<file path="src/rtl/gated_mux_pipe.sv">
// gated_mux_pipe: per-lane zero-gate mux behind a 2-entry skid buffer; GATED_MUX_ZERO_CNT_EN adds a saturating zero_cnt output.
module gated_mux_pipe #(
  parameter int WIDTH    = 12,
  parameter int CHANNELS = 4
) (
  input  logic                      clk,
  input  logic                      rst_n,
  input  logic                      flush,
  input  logic                      in_valid,
  output logic                      in_ready,
  input  logic [WIDTH*CHANNELS-1:0] in,
  input  logic [CHANNELS-1:0]       s,
  output logic                      out_valid,
  input  logic                      out_ready,
  output logic [WIDTH*CHANNELS-1:0] out,
  output logic                      out_zero
`ifdef GATED_MUX_ZERO_CNT_EN
  ,
  output logic [15:0]               zero_cnt
`endif
);
  localparam int N = WIDTH * CHANNELS;
  logic [N-1:0] gated, main_d, main_q, skid_d, skid_q;
  logic main_v_d, main_v_q, skid_v_d, skid_v_q, main_z_d, main_z_q, skid_z_d, skid_z_q;
  logic acc, xfer, gated_z, load_main, load_skid, shift;
  genvar i;
  generate
    for (i = 0; i < CHANNELS; i++) begin : g_lane
      assign gated[i*WIDTH +: WIDTH] = s[i] ? in[i*WIDTH +: WIDTH] : '0;
    end
  endgenerate
  always_comb begin
    acc       = in_valid && !skid_v_q;
    xfer      = main_v_q && out_ready;
    gated_z   = ~|gated;
    load_main = acc && (!main_v_q || xfer);
    load_skid = acc && main_v_q && !xfer;
    shift     = xfer && skid_v_q;
    main_v_d  = !flush && (acc || skid_v_q || (main_v_q && !xfer));
    skid_v_d  = !flush && (load_skid || (skid_v_q && !xfer));
    main_d    = shift ? skid_q : load_main ? gated : main_q;
    main_z_d  = shift ? skid_z_q : load_main ? gated_z : main_z_q;
    skid_d    = load_skid ? gated : skid_q;
    skid_z_d  = load_skid ? gated_z : skid_z_q;
  end
  always_ff @(posedge clk or negedge rst_n) begin
    if (!rst_n) begin
      main_v_q <= 1'b0;
      skid_v_q <= 1'b0;
      main_q   <= '0;
      skid_q   <= '0;
      main_z_q <= 1'b0;
      skid_z_q <= 1'b0;
    end else begin
      main_v_q <= main_v_d;
      skid_v_q <= skid_v_d;
      main_q   <= main_d;
      skid_q   <= skid_d;
      main_z_q <= main_z_d;
      skid_z_q <= skid_z_d;
    end
  end
  assign in_ready  = !skid_v_q;
  assign out_valid = main_v_q;
  assign out       = main_q;
  assign out_zero  = main_z_q;
`ifdef GATED_MUX_ZERO_CNT_EN
  logic [15:0] zero_cnt_d, zero_cnt_q;
  always_comb zero_cnt_d = flush ? 16'd0 : (xfer && main_z_q && zero_cnt_q != 16'hFFFF) ? zero_cnt_q + 16'd1 : zero_cnt_q;
  always_ff @(posedge clk or negedge rst_n) begin
    if (!rst_n) zero_cnt_q <= 16'd0;
    else zero_cnt_q <= zero_cnt_d;
  end
  assign zero_cnt = zero_cnt_q;
`endif
endmodule

</file>
<file path="config.mk">
export PLATFORM = sky130hd
export DESIGN_NAME = gated_mux_pipe
export DESIGN_NICKNAME = d
export VERILOG_FILES = /design/src/rtl/gated_mux_pipe.sv
export SDC_FILE = /design/constraint.sdc
export NUM_CORES = 1
export LEC_CHECK = 0
export CORE_UTILIZATION = 39
export DETAILED_ROUTE_END_ITERATION = 8
export PLACE_DENSITY = 0.66
export SYNTH_ARGS = -nofsm -noshare
export SYNTH_HDL_FRONTEND = slang
export SYNTH_SLANG_ARGS = --single-unit
</file>
<file path="constraint.sdc">
create_clock -name clk -period 1.6 [get_ports clk]
set_clock_uncertainty 0.1 [all_clocks]
set_input_delay 0.16 -clock clk [delete_from_list [all_inputs] [get_ports clk]]
set_output_delay 0.16 -clock clk [all_outputs]
set_load 0.005 [all_outputs]
</file>
-- Yosys cells after proc, flatten, opt, wreduce, memory -nomap -nowiden
Cells that the tools add are included.
- flip-flop bits (word level): 100
- output and inout bits: 51
- mux-type cells: 8
- reduce and logical (&&, ||, !) cells: 21
- operators by type and width (kind ; count):
    2-to-1 mux 48 bit ; 2
    2-to-1 mux 12 bit ; 4
    OR reduction 48 bit ; 1
    logical AND 1 bit ; 10
    zero test 1 bit ; 5
    logical OR 1 bit ; 4
    2-to-1 mux 1 bit ; 2
    nonzero test 2 bit ; 1

-- Depth between registers and ports, before layout
Gate-level depths: netlist of the first run.
- depth in word-level cells: 6
- depth in mapped cells: 6
- mapped depth without buffers: 4

-- Least setup slack after synthesis of the first run
No wires, ideal clock.
- kind: register -> register
- start: register main_v_q, in the netlist out_valid
- end: register main_q[17], in the netlist out[17]
- setup time: 0.123 ns
- arrival: 1.285 ns
- required time: 1.377 ns
- slack: 0.092 ns
- stages on the path, launching flop included: 7
- path buffers: 2
- clock period less this slack: 1.508 ns
- path through: dfrtp_1 > and2b_1 > nor2_1 > buf_2 > buf_2 > nand2_1 > o221a_2
- word-level cells in the longest chain between the ends: 4
- RTL lines (element ; line ; RTL):
    from (decl) ; 24 ; logic main_v_d, main_v_q, skid_v_d, skid_v_q, main_z_d, main_z_q, skid_z_d, skid_z_q;
    from (signal assigned) ; 55 ; main_v_q <= main_v_d;
    zero test 1 bit or logical AND 1 bit (tied branches) ; 36, 34 ;
    logical OR 1 bit ; 36 ; load_main = acc && (!main_v_q || xfer);
    logical AND 1 bit ; 36 ;
    nonzero test 2 bit (no source line) ; -- ;
    to (signal assigned) ; 57 ; main_q <= main_d;
    to (decl) ; 23 ; logic [N-1:0] gated, main_d, main_q, skid_d, skid_q;
Several ways; a longest one is shown, not always the timed one.
A chain may end at the register's enable or synchronous reset.

-- Worst setup path after layout of the first run
- start: register main_q[10], in the netlist out[10]
- end: output out[10]
- RTL lines (element ; line ; RTL):
    to (decl) ; 15 ; output logic [WIDTH*CHANNELS-1:0] out,
No word-level cell between the ends.

==> flow_metrics.env, run 1 <==
export IMPL_outcome="finished, final reports clean"
export IMPL_place_congestion=0.775
export IMPL_synth_area_top_cells="dfrtp_1 (59%), nand2_1 (13%), o221a_2 (12%)"
export IMPL_die_w_um=106
export IMPL_dpl_cell_count=658
export IMPL_cp_arrival_ps=1290
export IMPL_track_usage_pct=19.9
export IMPL_cap_violations=0
export IMPL_die_h_um=106
export IMPL_vdd_drop_max_mv=0.555
export IMPL_cts_num_sinks=100
export IMPL_portBuffers=107
export IMPL_post_drt_via_cell_ratio=5.20
export IMPL_drtAntennaViolNets=0
export IMPL_syn_inst=409
export IMPL_fin_crit_sh_pct=96.6
export IMPL_initial_core_util_pct=40.7
export IMPL_grt_pass1_wl_um=17500
export IMPL_critPathBufInv=1
export IMPL_p_leak_nw=2.65
export IMPL_end_kind="output pin"
export IMPL_fillers=912
export IMPL_hold_depth=3
export IMPL_cts_tree="done"
export IMPL_final_cell_mix="nand2_1 (144), clkdlybuf4s50_1 (100), dfrtp_1 (100), o21ai_0 (49), o221a_2 (47)"
export IMPL_yosys_area_top_type_share_pct=59.0
export IMPL_r2r_end="out[25]$_DFFE_PN0P_"
export IMPL_finalHoldViolCount=0
export IMPL_final_common_cell="nand2_1"
export IMPL_post_cts_setup_buffers=0
export IMPL_crit_path_cell_trace="clkdlybuf4s50_1"
export IMPL_cts_max_path_buffers=2
export IMPL_slowest_delay_ps=520
export IMPL_critPathTopFamily="buffers and inverters"
export IMPL_power_density_mw_per_mm2=1050
export IMPL_finalSetupViolations=0
export IMPL_synth_top_area_cell="dfrtp_1"
export IMPL_r2r_slack_ps=100
export IMPL_ys_async_sr_fraction_pct=100
export IMPL_remaining_drc_errors=0
export IMPL_io_pins=108
export IMPL_critical_path_required_ps=1340
export IMPL_synthFlopType="dfrtp_1"
export IMPL_grt_overflow=0
export IMPL_syn2layout_area_growth_pct=41.8
export IMPL_worstSetupStartpointType="flip-flop"
export IMPL_worstPathMaxFanout=2
export IMPL_diodes=0
export IMPL_placed_area_mm2=0.00575
export IMPL_grt_max_degree=101
export IMPL_h_tree_depth=3
export IMPL_yosysSeqAreaShare_pct=59.0
export IMPL_clock_latency_ps=360
export IMPL_core_area_mm2=0.0104
export IMPL_relSlewSlack_pct=64.3
export IMPL_vias=3511
export IMPL_worst_setup_path_type="flip-flop to output pin"
export IMPL_crit_slowest_cell="clkdlybuf4s50_1"
export IMPL_cts_root_buf="clkbuf_8"
export IMPL_tightest_slew_ps=535
export IMPL_post_dp_hpwl_um=7280
export IMPL_final_area_mm2=0.00602
export IMPL_drive_gt1_share_pct=20.6
export IMPL_antenna_found_initial=0
export IMPL_hold_end="skid_q[15]$_DFFE_PN0N_"
export IMPL_hp_start="in[15]"
export IMPL_hold_path_class="input pin to flip-flop"
export IMPL_grt_pass1_vias=3483
export IMPL_ys_warn_count=0
export IMPL_fin_crit_ps=1550
export IMPL_syn_area_mm2=0.00424
export IMPL_final_core_util_pct=57.8
export IMPL_drt_total_wl_um=10700
export IMPL_final_nets=591
export IMPL_clock_fmax_mhz=647
export IMPL_rows=37
export IMPL_clk_pin_slew_ps=100
export IMPL_dieArea_mm2=0.0113
export IMPL_numCtsBuffers=9
export IMPL_synthDistinctLibCells=26
export IMPL_routedWlPerCell_um=15.9
export IMPL_syn_area_per_cell_um2=10.4
export IMPL_synth_edff_count=0
export IMPL_synth_seq_cells=100
export IMPL_synth_nets=466
export IMPL_r2r_start="skid_v_q$_DFF_PN0_"
export IMPL_reg2regPathDepth=4
export IMPL_finalMaxSlewViolations=0
export IMPL_dr_pass1_iters=4
export IMPL_finalNonFillerCells=675
export IMPL_initialDrtViolationCount=194
==> metal layers <==
metal / part of all wire [%] / vias to the layer above / global-route usage, % / wire (um)
met2: 49 / 83 / 32.4 / 5250
met3: 4.6 / 11 / 4.48 / 492
met5: 0 / - / 0 / 0
met4: 1.0 / 0 / 5.65 / 107
li1: - / 1714 / - / -
met1: 45 / 1703 / 26.6 / 4860
==> sequential cells by signal (all words and copies together), names as in the netlist <==
register and count:
skid_z_q 1, out_valid 1, out_zero 1, skid_v_q 1, skid_q 48, out 48
==> per-stage QoR <==
step	setup TNS, ps	setup WS [ps]	total power [mW]	hold slack [ps]
global route	-0.359	-0.359	6.64	30.1
CTS	0	5.08	6.36	280
global placement	-5290	-387	4.62	160
floorplan	0	92.0	3.76	-236
detailed placement	-6190	-412	4.67	164
finish	0	54.5	6.29	30.0
==> synth_stat cells, drive strengths merged (2+ instances only) <==
cell type and number:
nand2b 2, o221a 47, clkbuf 16, nor2 3
buf 14, or4 8, dfrtp 100, nand4 3
o41ai 3, o21ai 55, a21oi 2, nand2 144
nor3 2
==> kinds of logic (layout without fill, tap and decap cells) <==
logic type             Yosys count  after routing  synth area share [%]
buffers and inverters           31            161                  3.39
AND/OR/NAND/NOR                166            166                  16.3
flip-flops                     100            100                  59.0
AO/OA/AOI/OAI                  112            112                  21.4
==> power breakdown <==
part	switching [mW]	internal, mW
Combinational	0.557	0.867
Sequential	0.251	2.94
Clock	0.925	0.748
Total	1.73	4.56
==> repair_timing <==
item / CTS / global route
endpoints found under the setup margin: 4 / 3
pin swaps: 0 / 3
gates resized for setup: 3 / 11
hold buffers: 1 / 0
hold endpoints to repair: 100 / 0
==> layout make-up <==
cell class | count | area, um2 | area share [%]
flip-flops and latches | 100 | 2500 | 41.6
multi-input cells | 278 | 1680 | 27.9
repair buffers | 144 | 1460 | 24.2
well taps | 136 | 170 | 2.83
clock buffers | 9 | 124 | 2.06
clock inverters | 7 | 83.8 | 1.39
inverters | 1 | 3.75 | 0.0624
==> worst max path at each step <==
stage                        startpoint                    to  slack, ps  cells after the start
CTS                              in[45]  out_zero$_DFFE_PN0P_          5                      6
global route                      in[4]  skid_z_q$_DFFE_PN0N_       -0.4                      6
finish              out[10]$_DFFE_PN0P_               out[10]         50                      1
detailed placement                in[4]  skid_z_q$_DFFE_PN0N_       -410                      6
global placement                 in[39]  skid_z_q$_DFFE_PN0N_       -390                      5
floorplan           out_valid$_DFF_PN0_   out[17]$_DFFE_PN0P_         90                      6
(Power assumes the default switching activity.)
==> inputs of run 2 (changes only) <==
- CTS_BUF_LIST: default -> sky130_fd_sc_hd__clkbuf_8
==> results of run 2 <==
The final DEF is identical to that of run 1; final timing and power are the same.
